$ cat src/rtl/cordic_rr_scheduler.sv
// Round-robin scheduler time-sharing one iterative sine/cosine CORDIC engine among NREQ requesters.
// Job cadence: arbitrate (IDLE), start (ISSUE), wait for done or watchdog (WAIT), respond (RESP).
module cordic_rr_scheduler #(
  parameter int width   = 12,
  parameter int NREQ    = 4,
  parameter int IDW     = 2,
  parameter int TIMEOUT = 64
) (
  input  logic                  clock,
  input  logic                  reset,
  input  logic [NREQ-1:0]       req,
  input  logic [NREQ*width-1:0] angle_in,
  output logic                  cdc_start,
  output logic [width-1:0]      cdc_angle,
  input  logic                  cdc_done,
  input  logic [width-1:0]      cdc_sin,
  input  logic [width-1:0]      cdc_cos,
  output logic                  resp_valid,
  output logic [IDW-1:0]        resp_id,
  output logic [width-1:0]      SINout,
  output logic [width-1:0]      COSout,
  output logic                  resp_err,
  output logic                  busy
);

  localparam int               WDW     = (TIMEOUT > 2) ? $clog2(TIMEOUT) : 1;
  localparam logic [WDW-1:0]   WD_LAST = WDW'(TIMEOUT - 1);
  localparam logic [IDW-1:0]   ID_LAST = IDW'(NREQ - 1);

  typedef enum logic [1:0] {
    S_IDLE  = 2'd0,
    S_ISSUE = 2'd1,
    S_WAIT  = 2'd2,
    S_RESP  = 2'd3
  } state_t;

  state_t           state_q, state_d;
  logic [IDW-1:0]   ptr_q, ptr_d;
  logic [IDW-1:0]   id_q, id_d;
  logic [IDW-1:0]   resp_id_q, resp_id_d;
  logic [width-1:0] angle_q, angle_d;
  logic [width-1:0] sin_q, sin_d;
  logic [width-1:0] cos_q, cos_d;
  logic [WDW-1:0]   wd_q, wd_d;
  logic             err_q, err_d;

  logic             gnt_vld;
  logic [IDW-1:0]   gnt_id;
  logic [width-1:0] gnt_angle;
  int               idx;

  // Rotating-priority search: first requester at or above ptr, wrapping.
  always_comb begin
    gnt_vld = 1'b0;
    gnt_id  = '0;
    idx     = 0;
    for (int i = 0; i < NREQ; i++) begin
      idx = int'(ptr_q) + i;
      if (idx >= NREQ) idx = idx - NREQ;
      if (!gnt_vld && req[idx]) begin
        gnt_vld = 1'b1;
        gnt_id  = IDW'(idx);
      end
    end
  end

  always_comb begin
    gnt_angle = '0;
    for (int k = 0; k < NREQ; k++) begin
      if (gnt_id == IDW'(k)) gnt_angle = angle_in[k*width +: width];
    end
  end

  always_comb begin
    state_d   = state_q;
    ptr_d     = ptr_q;
    id_d      = id_q;
    resp_id_d = resp_id_q;
    angle_d   = angle_q;
    sin_d     = sin_q;
    cos_d     = cos_q;
    wd_d      = wd_q;
    err_d     = err_q;
    unique case (state_q)
      S_IDLE: begin
        if (gnt_vld) begin
          id_d    = gnt_id;
          angle_d = gnt_angle;
          state_d = S_ISSUE;
        end
      end
      S_ISSUE: begin
        wd_d    = '0;
        state_d = S_WAIT;
      end
      S_WAIT: begin
        wd_d = wd_q + 1'b1;
        // A done arriving on the last watchdog cycle still counts as a good result.
        if (cdc_done) begin
          sin_d     = cdc_sin;
          cos_d     = cdc_cos;
          err_d     = 1'b0;
          resp_id_d = id_q;
          state_d   = S_RESP;
        end else if (wd_q == WD_LAST) begin
          sin_d     = '0;
          cos_d     = '0;
          err_d     = 1'b1;
          resp_id_d = id_q;
          state_d   = S_RESP;
        end
      end
      S_RESP: begin
        ptr_d   = (id_q == ID_LAST) ? '0 : id_q + 1'b1;
        state_d = S_IDLE;
      end
      default: state_d = S_IDLE;
    endcase
  end

  always_ff @(posedge clock or posedge reset) begin
    if (reset) begin
      state_q   <= S_IDLE;
      ptr_q     <= '0;
      id_q      <= '0;
      resp_id_q <= '0;
      angle_q   <= '0;
      sin_q     <= '0;
      cos_q     <= '0;
      wd_q      <= '0;
      err_q     <= 1'b0;
    end else begin
      state_q   <= state_d;
      ptr_q     <= ptr_d;
      id_q      <= id_d;
      resp_id_q <= resp_id_d;
      angle_q   <= angle_d;
      sin_q     <= sin_d;
      cos_q     <= cos_d;
      wd_q      <= wd_d;
      err_q     <= err_d;
    end
  end

  assign cdc_start  = (state_q == S_ISSUE);
  assign resp_valid = (state_q == S_RESP);
  assign busy       = (state_q != S_IDLE);
  assign cdc_angle  = angle_q;
  assign resp_id    = resp_id_q;
  assign SINout     = sin_q;
  assign COSout     = cos_q;
  assign resp_err   = err_q;

endmodule
$ cat config.mk
export PLATFORM = sky130hd
export DESIGN_NAME = cordic_rr_scheduler
export DESIGN_NICKNAME = d
export VERILOG_FILES = /design/src/rtl/cordic_rr_scheduler.sv
export SDC_FILE = /design/constraint.sdc
export NUM_CORES = 1
export LEC_CHECK = 0
export ABC_CLOCK_PERIOD_IN_PS = 1600
export CAP_MARGIN = 20
export CORE_ASPECT_RATIO = 1.2
export CORE_MARGIN = 2
export CORE_UTILIZATION = 38
export DETAILED_ROUTE_END_ITERATION = 10
export GPL_TIMING_DRIVEN = 1
export PLACE_DENSITY = 0.76
export SLEW_MARGIN = 20
export SYNTH_ARGS = -nofsm -noshare
export SYNTH_HDL_FRONTEND = slang
export SYNTH_SLANG_ARGS = --single-unit
$ cat constraint.sdc
create_clock -name clock -period 1.6 [get_ports clock]
set_input_delay 0.48 -clock clock [delete_from_list [all_inputs] [get_ports clock]]
set_output_delay 0.48 -clock clock [all_outputs]
set_load 0.01 [all_outputs]
==> metrics.cfg, run 1 <==
[outcome]
status=finished with violations
violations=setup timing

[placed_design]
post-dp-hpwl_mm=6.12
gp_congestion=0.796
placedInstanceArea_um2=4390
dp.cells=507
io_buffers=120

[sta]
fin_crit_ns=1.78
worst-slew-pin-transition_ns=0.378
setup_viol=13
finClkSkew_ns=0.0103
fin_crit_sh_pct=111
rsz0062_at_grt=true
fin_setup_tns_ns=-1.71
drv_slew=0
finalHoldViolations=0
setup_slack_ns=-0.176
relSlewSlack_pct=74.6
fmax_ghz=0.563

[worst_setup_path]
reg2reg_to=cdc_angle[10]$_DFFE_PP0P_
critPathSlowestCell=dfrtp_2
critPathMaxFanout=6
rrSetupSlack_ns=-0.18
cp_slowest_stage_delay_ns=0.47
required_ns=1.79
r2r_start=ptr_q[1]$_DFFE_PP0P_
startpoint_type=register
crit_buf_inv=1
critPathKind=reg2reg
critPathTopFamily=compound AO/OA/AOI/OAI gates
cp_cell_sequence=o32a_1, buf_4, and2_4, a2111oi_4, a211oi_1
end_kind=register
r2r_cells=5
crit_arrival_ns=1.97

[layout]
multiInputGateArea_um2=1640
filler_cell_count=574
most-common-layout-cells=74 x clkdlybuf4s50_1, 66 x nand2_1, 50 x dfrtp_1
drive_above_1_share_pct=26.5
area_delta_synth_final_pct=73.8
nets=516
instances_no_fill=521
fin_util_pct=66.9
diodes=0
final_area_um2=4780
final_common_cell=clkdlybuf4s50_1
seqCellArea_um2=1280

[pwr]
p_leak_nw=2.08
sw_frac_of_total_pct=40.8
power.switching_w=0.00308
p_seq_share_pct=28.8
clock_power_share_pct=10.6
combPwrFrac_pct=60.6
irDropWorstVdd_uv=808
power_density_nw_per_um2=1580
internal_power_w=0.00447

[detailed_routing]
ant_nets=0
wl_per_cell_um=16.0
routed_wl_mm=8.35
via_per_inst=5.06
vias=2638
drtPass1Iterations=5
first_iter_violations=69
remaining_drc_errors=0

[global_routing]
overflow=0
grt_max_degree=26
grt_util_all_layers_pct=21.4
antenna_found_initial=0
grt_pass1_wl_mm=13.3
grt_pass1_vias=2774

[cts]
cts_buffers=5
htree_levels=2
cts_root_buffer=clkbuf_8
clk_latency_ns=0.31
cts_sinks=51
clockBufferDepth=2
clk_pin_slew_ns=0.10
tritoncts=built

[logic_synthesis]
yosysSeqAreaShare_pct=46.4
syn-num-nets=361
synth_area_um2=2750
yosysUniqueCellTypes=33
synthDominantCellAreaShare_pct=46.4
yosysWarnings=0
postSynthCellCount=275
synth_area_leaders=dfrtp_1 46%, nand2_1 9.0%, a2111oi_4 7.0%
syn_avg_cell_area_um2=10.0
yosysTopAreaCell=dfrtp_1
ys_ff_latch=51

[die]
die_area_um2=7940
start_util_pct=38.5
fp.dieW_um=81.7
io_pins=121
rows=34
fp.dieH_um=97.2
coreArea_um2=7150

[job]
cap_violations=0

[hold_path]
worst_hold_path_type=in2async

-- worst register-to-register path: cells and delay by family (launching register included) --
family | cells | cell delay, ns
DFF | 1 | 0.47
and+or+nand+nor | 1 | 0.19
AOI/OAI and AO/OA | 3 | 0.85
buffers and inverters | 1 | 0.17
-- per-layer routing --
layer / part of all wire (%) / track usage [%] / wire [um] / vias up
met2: 53 / 39.7 / 4390 / 96
li1: - / - / - / 1275
met4: 1.4 / 5.13 / 120 / 0
met5: 0 / 0 / 0 / -
met1: 39 / 24.5 / 3230 / 1256
met3: 7.3 / 4.37 / 609 / 11
-- kinds of logic after synthesis --
group / share of synthesized area [%]
simple gates: 17.9
flops: 46.4
mux: 6.36
buf+inv: 5.18
compound gates: 21.0
fa+ha+maj: 3.18
-- stage by stage --
| step | hold slack (ns) | setup slack, ns | total power, W |
|---|---|---|---|
| after floorplan | 0.447 | -0.109 | 0.00436 |
| after global placement | 0.452 | -0.648 | 0.00638 |
| after detailed placement | 0.456 | -0.724 | 0.00652 |
| after CTS | 0.441 | -0.0960 | 0.00734 |
| after global routing | 0.456 | -0.245 | 0.00808 |
| final | 0.443 | -0.176 | 0.00755 |
-- sequential cells by signal, summed over array words and instances, names as in the netlist --
signal	flops
COSout	12
SINout	12
cdc_angle	12
id_q	2
ptr_q	2
resp_err	1
resp_id	2
state_q	2
wd_q	6
-- power groups by stage --
| stage | sequential [W] | clock (W) | combinational (W) |
|---|---|---|---|
| final | 0.00218 | 0.000798 | 0.00458 |
| after global routing | 0.00225 | 0.000873 | 0.00495 |
| after CTS | 0.00216 | 0.000823 | 0.00435 |
| after detailed placement | 0.00219 | 0 | 0.00433 |
| after global placement | 0.00217 | 0 | 0.00420 |
| after floorplan | 0.00238 | 0 | 0.00198 |
-- Yosys cell counts (all sizes together) --
library cell  number
a21oi              3
o31ai              2
o32a               2
buf               10
ha                 7
a211oi            12
nand2             67
nand2b             2
clkbuf            10
mux2               4
nand3             28
o22ai              1
a31oi              1
a2111oi           12
dfrtp             51
nor2              14
inv                8
and3               1
and2               3
a21boi            13
a21o               1
nor4               1
o41ai              1
mux2i             13
o21ai              8
-- repair_timing --
item / CTS / global route
pin swaps: 16 / 9
gates resized for setup: 105 / 28
hold buffers: 0 / 0
setup endpoints to repair: 64 / 47
setup buffers: 2 / 2
cloned: 2 / 0
-- how the worst max path moves through the flow --
stage / slack [ns] / depth (start not counted) / start / to
CTS: -0.1 / 6 / ptr_q[1]$_DFFE_PP0P_ / cdc_angle[2]$_DFFE_PP0P_
finish: -0.18 / 5 / ptr_q[1]$_DFFE_PP0P_ / cdc_angle[10]$_DFFE_PP0P_
global placement: -0.65 / 7 / req[1] / cdc_angle[11]$_DFFE_PP0P_
global route: -0.25 / 5 / ptr_q[1]$_DFFE_PP0P_ / cdc_angle[10]$_DFFE_PP0P_
detailed placement: -0.72 / 7 / req[1] / cdc_angle[9]$_DFFE_PP0P_
floorplan: -0.11 / 6 / req[1] / cdc_angle[2]$_DFFE_PP0P_
-- cell type report --
type,count,share of cell area [%]
Clock buffer,6,1.73
Clock inverter,2,0.340
Inverter,8,0.759
Multi-Input combinational cell,197,34.2
Sequential cell,51,26.7
Tap cell,90,2.35
Timing Repair Buffer,167,33.9
Note: power is estimated with default switching activity, not from simulation.
==> run 2, diff against run 1 <==
- TNS_END_PERCENT: not set -> 10
==> run 2 against run 1 <==
Net effect: the flow still finishes with violations (setup timing); combinational power grew 2%; setup slack gained 0.038 ns; non-clock buffer count shrank 1; critical endpoint is now cdc_angle[11]$_DFFE_PP0P_; highest routed layer unchanged.
==> metrics.cfg, run 2 (same netlist as run 1, synthesis figures left out) <==
[sta]
rsz0062_at_grt=true  ; unchanged
relSlewSlack_pct=72.3  ; was 74.6%
setup_slack_ns=-0.139  ; was -0.176 ns
holdWs_ns=0.464  ; was 0.443 ns
drv_slew=0  ; unchanged
finalHoldViolations=0  ; unchanged
fin_crit_ns=1.74  ; was 1.78 ns
finClkSkew_ns=0.0116  ; was 0.0103 ns
setup_viol=13  ; unchanged
worst-slew-pin-transition_ns=0.412  ; was 0.378 ns
fmax_ghz=0.575  ; was 0.563 GHz
fin_crit_sh_pct=109  ; was 111%

[detailed_routing]
remaining_drc_errors=0  ; unchanged
first_iter_violations=66  ; was 69
via_per_inst=5.03  ; was 5.06
drtPass1Iterations=4  ; was 5
routed_wl_mm=8.43  ; was 8.35 mm
vias=2608  ; was 2638
wl_per_cell_um=16.3  ; was 16.0 um
ant_nets=0  ; unchanged

[die]
io_pins=121  ; unchanged
fp.dieH_um=97.2  ; unchanged
start_util_pct=38.5  ; unchanged
fp.dieW_um=81.7  ; unchanged
coreArea_um2=7150  ; unchanged
rows=34  ; unchanged
die_area_um2=7940  ; unchanged

[worst_setup_path]
crit_buf_inv=1  ; unchanged
critPathTopFamily=compound AO/OA/AOI/OAI gates  ; unchanged
cp_cell_sequence=o32a_1, and2_4, buf_4, a2111oi_4, a211oi_1  ; was o32a_1, buf_4, and2_4, a2111oi_4, a211oi_1
critPathMaxFanout=6  ; unchanged
critPathKind=reg2reg  ; unchanged
startpoint_type=register  ; unchanged
required_ns=1.78  ; was 1.79 ns
end_kind=register  ; unchanged
crit_arrival_ns=1.92  ; was 1.97 ns
critPathSlowestCell=dfrtp_2  ; unchanged
cp_slowest_stage_delay_ns=0.47  ; about the same

[hold_path]
worst_hold_path_type=reg2reg  ; was in2async

[layout]
area_delta_synth_final_pct=71.7  ; was 73.8%
diodes=0  ; unchanged
nets=515  ; was 516
final_area_um2=4730  ; was 4780 um2
filler_cell_count=588  ; was 574
instances_no_fill=518  ; was 521
drive_above_1_share_pct=26.4  ; was 26.5%
seqCellArea_um2=1280  ; unchanged
final_common_cell=clkdlybuf4s50_1  ; unchanged
most-common-layout-cells=74 x clkdlybuf4s50_1, 66 x nand2_1, 50 x dfrtp_1  ; unchanged
multiInputGateArea_um2=1610  ; was 1640 um2

[global_routing]
antenna_found_initial=0  ; unchanged
grt_pass1_vias=2729  ; was 2774
grt_pass1_wl_mm=12.9  ; was 13.3 mm
grt_util_all_layers_pct=20.8  ; was 21.4%
grt_max_degree=26  ; unchanged
overflow=0  ; unchanged

[placed_design]
dp.cells=503  ; was 507
pre_cts_slack_ns=-0.706  ; was -0.724 ns
gp_congestion=0.803  ; was 0.796
io_buffers=120  ; unchanged
placedInstanceArea_um2=4340  ; was 4390 um2
post-dp-hpwl_mm=5.94  ; was 6.12 mm

[cts]
clk_pin_slew_ns=0.09  ; was 0.10 ns
cts_root_buffer=clkbuf_8  ; unchanged
tritoncts=built  ; unchanged
htree_levels=2  ; unchanged
clk_latency_ns=0.30  ; was 0.31 ns
cts_sinks=51  ; unchanged
cts_buffers=5  ; unchanged
clockBufferDepth=2  ; unchanged

[pwr]
p_leak_nw=2.07  ; was 2.08 nW
power.total_w=0.00753  ; was 0.00755 W
irDropWorstVdd_uv=698  ; was 808 uV
power_density_nw_per_um2=1590  ; was 1580 nW/um2

[job]
cap_violations=0  ; unchanged

[outcome]
violations=setup timing  ; unchanged
status=finished with violations  ; unchanged

## run 2: layout make-up
| class | count | area share [%] |
|---|---|---|
| clock buffer | 6 | 1.54 |
| inverter | 8 | 0.715 |
| multi-input combinational | 197 | 34.1 |
| sequential | 51 | 27.0 |
| tap | 90 | 2.38 |
| timing repair buffer | 166 | 34.2 |
## run 2: per-stage QoR
step / util [%] / TNS [ns]
6_report: 66.1 / -1.20
5_1_grt: 66.1 / -1.71
4_1_cts: 63.9 / -1.16
3_5_place_dp: 60.7 / -16.12
3_3_place_gp: 60.7 / -15.03
2_1_floorplan: - / -2.40
## run 2: worst paths after layout
kind / from / endpoint / slack (ns) / cells past startpoint
worst max-delay path: ptr_q[1]$_DFFE_PP0P_ / cdc_angle[11]$_DFFE_PP0P_ / -0.14 / 5
worst min-delay path: SINout[0]$_DFFE_PP0P_ / SINout[0]$_DFFE_PP0P_ / 0.46 / 2
worst max register to register: ptr_q[1]$_DFFE_PP0P_ / cdc_angle[11]$_DFFE_PP0P_ / -0.14 / 5
worst min register to register: SINout[0]$_DFFE_PP0P_ / SINout[0]$_DFFE_PP0P_ / 0.46 / 2
max in group asynchronous: reset / state_q[0]$_DFFE_PP0P_ / 0.69 / 3
min in group asynchronous: reset / cdc_angle[3]$_DFFE_PP0P_ / 0.49 / 2
## run 2: per-layer routing
metal  routed length (um)  up-vias  track usage (%)  share of wire (%)
met1                 3310     1231             24.2                 39
met5                    0        -                0                  0
met4                  149        0             5.90                1.8
met2                 4380       98             37.3                 52
met3                  593       12             4.65                7.0
li1                     -     1267                -                  -
## run 2: worst register-to-register path, stage by stage, from the launching register on
cell	delay (ns)
dfrtp_2	0.47
o32a_1	0.36
and2_4	0.21
buf_4	0.15
a2111oi_4	0.34
a211oi_1	0.08
## run 2: timing repair
item	4_1_cts	5_1_grt
pin swaps	14	8
gates resized for setup	105	27
buffers inserted	2	3
hold buffers	0	0
cloned	2	2
setup endpoints to repair	85	42
## run 2: report_power, final
group | internal (W) | switching (W) | total (W)
combinational | 0.00235 | 0.00231 | 0.00467
clock | 0.000293 | 0.000386 | 0.000679
sequential | 0.00185 | 0.000329 | 0.00218
==> run 3, diff against run 2 <==
- CORE_UTILIZATION: 38 -> 39
- CTS_BUF_LIST: not set -> sky130_fd_sc_hd__clkbuf_4 sky130_fd_sc_hd__clkbuf_8
- HOLD_SLACK_MARGIN: not set -> 0.12
- PLACE_DENSITY: 0.76 -> 0.77
==> run 3 against run 2 <==
Net effect: clock power grew 59%; sequential power barely moved; register-to-register slack improved by 0.02 ns; sequential share of layout area rose by 0.44 points; the run still ends with setup timing left; fmax up 1.3%; clock skew fell by 0.0013 ns; sequential cell count is the same; die area fell by 2.5%; routed wire length shrank 7.0%; final cell count decreased by 1.5%; first-iteration DRC count grew 18%; non-clock buffer count decreased by 7.
==> metrics.cfg, run 3 (same netlist as run 1, synthesis figures left out) <==
[layout]
area_delta_synth_final_pct=68.8  ; was 71.7%
final_common_cell=clkdlybuf4s50_1  ; unchanged
most-common-layout-cells=74 x clkdlybuf4s50_1, 66 x nand2_1, 51 x dfrtp_1  ; was 74 x clkdlybuf4s50_1, 66 x nand2_1, 50 x dfrtp_1
fin_util_pct=67.8  ; was 66.1%
instances_no_fill=510  ; was 518
nets=508  ; was 515
diodes=0  ; unchanged
final_area_um2=4650  ; was 4730 um2
drive_above_1_share_pct=23.2  ; was 26.4%

[die]
coreArea_um2=6850  ; was 7150 um2
rows=33  ; was 34
start_util_pct=40.2  ; was 38.5%
io_pins=121  ; unchanged
fp.dieH_um=96.0  ; was 97.2 um
fp.dieW_um=80.7  ; was 81.7 um
die_area_um2=7750  ; was 7940 um2

[cts]
clk_pin_slew_ns=0.10  ; was 0.09 ns
clk_latency_ns=0.30  ; about the same
htree_levels=2  ; unchanged
cts_root_buffer=clkbuf_8  ; unchanged
tritoncts=built  ; unchanged
holdBufCountCts=0  ; unchanged
cts_sinks=51  ; unchanged
cts_buffers=5  ; unchanged
clockBufferDepth=2  ; unchanged

[detailed_routing]
wl_per_cell_um=15.4  ; was 16.3 um
vias=2620  ; was 2608
remaining_drc_errors=0  ; unchanged
routed_wl_mm=7.84  ; was 8.43 mm
first_iter_violations=78  ; was 66
ant_nets=0  ; unchanged
via_per_inst=5.14  ; was 5.03
drtPass1Iterations=4  ; unchanged

[outcome]
violations=setup timing  ; unchanged
status=finished with violations  ; unchanged

[sta]
relSlewSlack_pct=75.8  ; was 72.3%
setup_slack_ns=-0.117  ; was -0.139 ns
worst-slew-pin-transition_ns=0.363  ; was 0.412 ns
finClkSkew_ns=0.0104  ; was 0.0116 ns
finalHoldViolations=0  ; unchanged
fmax_ghz=0.583  ; was 0.575 GHz
setup_viol=12  ; was 13
fin_crit_sh_pct=107  ; was 109%
rsz0062_at_grt=true  ; unchanged
fin_crit_ns=1.72  ; was 1.74 ns
drv_slew=0  ; unchanged

[pwr]
irDropWorstVdd_uv=886  ; was 698 uV
power_density_nw_per_um2=1630  ; was 1590 nW/um2
p_leak_nw=2.05  ; was 2.07 nW
power.total_w=0.00757  ; was 0.00753 W

[hold_path]
holdPathEnd=COSout[5]$_DFFE_PP0P_  ; was SINout[0]$_DFFE_PP0P_
whs_path_depth=2  ; unchanged
hp-start=COSout[5]$_DFFE_PP0P_  ; was SINout[0]$_DFFE_PP0P_
worst_hold_path_type=reg2reg  ; unchanged

[placed_design]
placedInstanceArea_um2=4310  ; was 4340 um2
dp.cells=499  ; was 503
gp_congestion=0.776  ; was 0.803
io_buffers=120  ; unchanged
post-dp-hpwl_mm=5.78  ; was 5.94 mm

[worst_setup_path]
rrSetupSlack_ns=-0.12  ; was -0.14 ns
startpoint_type=register  ; unchanged
end_kind=register  ; unchanged
crit_arrival_ns=1.90  ; was 1.92 ns
required_ns=1.79  ; was 1.78 ns
critPathMaxFanout=6  ; unchanged
critPathKind=reg2reg  ; unchanged
reg2reg_to=cdc_angle[8]$_DFFE_PP0P_  ; was cdc_angle[11]$_DFFE_PP0P_
r2r_cells=6  ; was 5
r2r_start=ptr_q[1]$_DFFE_PP0P_  ; unchanged

[global_routing]
grt_pass1_vias=2744  ; was 2729
grt_max_degree=52  ; was 26
grt_util_all_layers_pct=20.6  ; was 20.8%
overflow=0  ; unchanged
antenna_found_initial=0  ; unchanged
grt_pass1_wl_mm=12.5  ; was 12.9 mm

[job]
cap_violations=0  ; unchanged

[run 3: report_power, final]
part | leakage [nW] | internal [W] | switching (W)
Combinational | 1.36 | 0.00213 | 0.00220
Sequential | 0.627 | 0.00185 | 0.000311
Clock | 0.0688 | 0.000642 | 0.000435
Total | 2.05 | 0.00462 | 0.00294
[run 3: area by class of cell]
class	count	area, um2
Fill cell	548	2210
Multi-Input combinational cell	197	1550
Tap cell	87	109
Clock buffer	6	76.3
Inverter	8	33.8
Clock inverter	2	60.1
Timing Repair Buffer	159	1540
Sequential cell	51	1280
[run 3: timing repair]
item,in CTS,in global routing
resized for setup,93,20
endpoints found under the hold margin,0,0
cloned,1,1
buffers inserted,1,0
pin swaps,8,3
setup endpoints to repair,85,44
[run 3: worst max-delay path, cell delays in order (launching register included)]
cell      delay [ns]
dfrtp_1         0.42
mux2_2          0.38
nand2_4         0.09
and2_4          0.23
buf_12          0.15
mux2i_2         0.24
a211oi_2        0.09
[run 3: stage by stage]
stage / TNS [ns] / setup slack, ns / hold slack, ns
after CTS: -1.19 / -0.128 / 0.472
after global routing: -1.88 / -0.164 / 0.504
final: -1.09 / -0.117 / 0.465
after detailed placement: -16.08 / -0.793 / 0.457
after floorplan: -2.40 / -0.109 / 0.447
after global placement: -15.06 / -0.727 / 0.451
[run 3: worst max path at each step]
stage,startpoint,end,slack (ns),cells past startpoint
CTS,ptr_q[1]$_DFFE_PP0P_,cdc_angle[5]$_DFFE_PP0P_,-0.13,6
global placement,req[1],cdc_angle[11]$_DFFE_PP0P_,-0.73,7
finish,ptr_q[1]$_DFFE_PP0P_,cdc_angle[8]$_DFFE_PP0P_,-0.12,6
floorplan,wd_q[0]$_DFFE_PP0P_,COSout[10]$_DFFE_PP0P_,-0.11,8
detailed placement,req[1],cdc_angle[11]$_DFFE_PP0P_,-0.79,7
global route,ptr_q[1]$_DFFE_PP0P_,cdc_angle[5]$_DFFE_PP0P_,-0.16,6
[run 3: layer usage]
metal | part of all wire (%) | up-vias | global-route usage [%]
met1 | 38 | 1236 | 23.4
met5 | 0 | - | 0
li1 | - | 1257 | -
met4 | 2.2 | 0 | 6.78
met3 | 8.0 | 19 | 5.25
met2 | 52 | 108 | 37.5
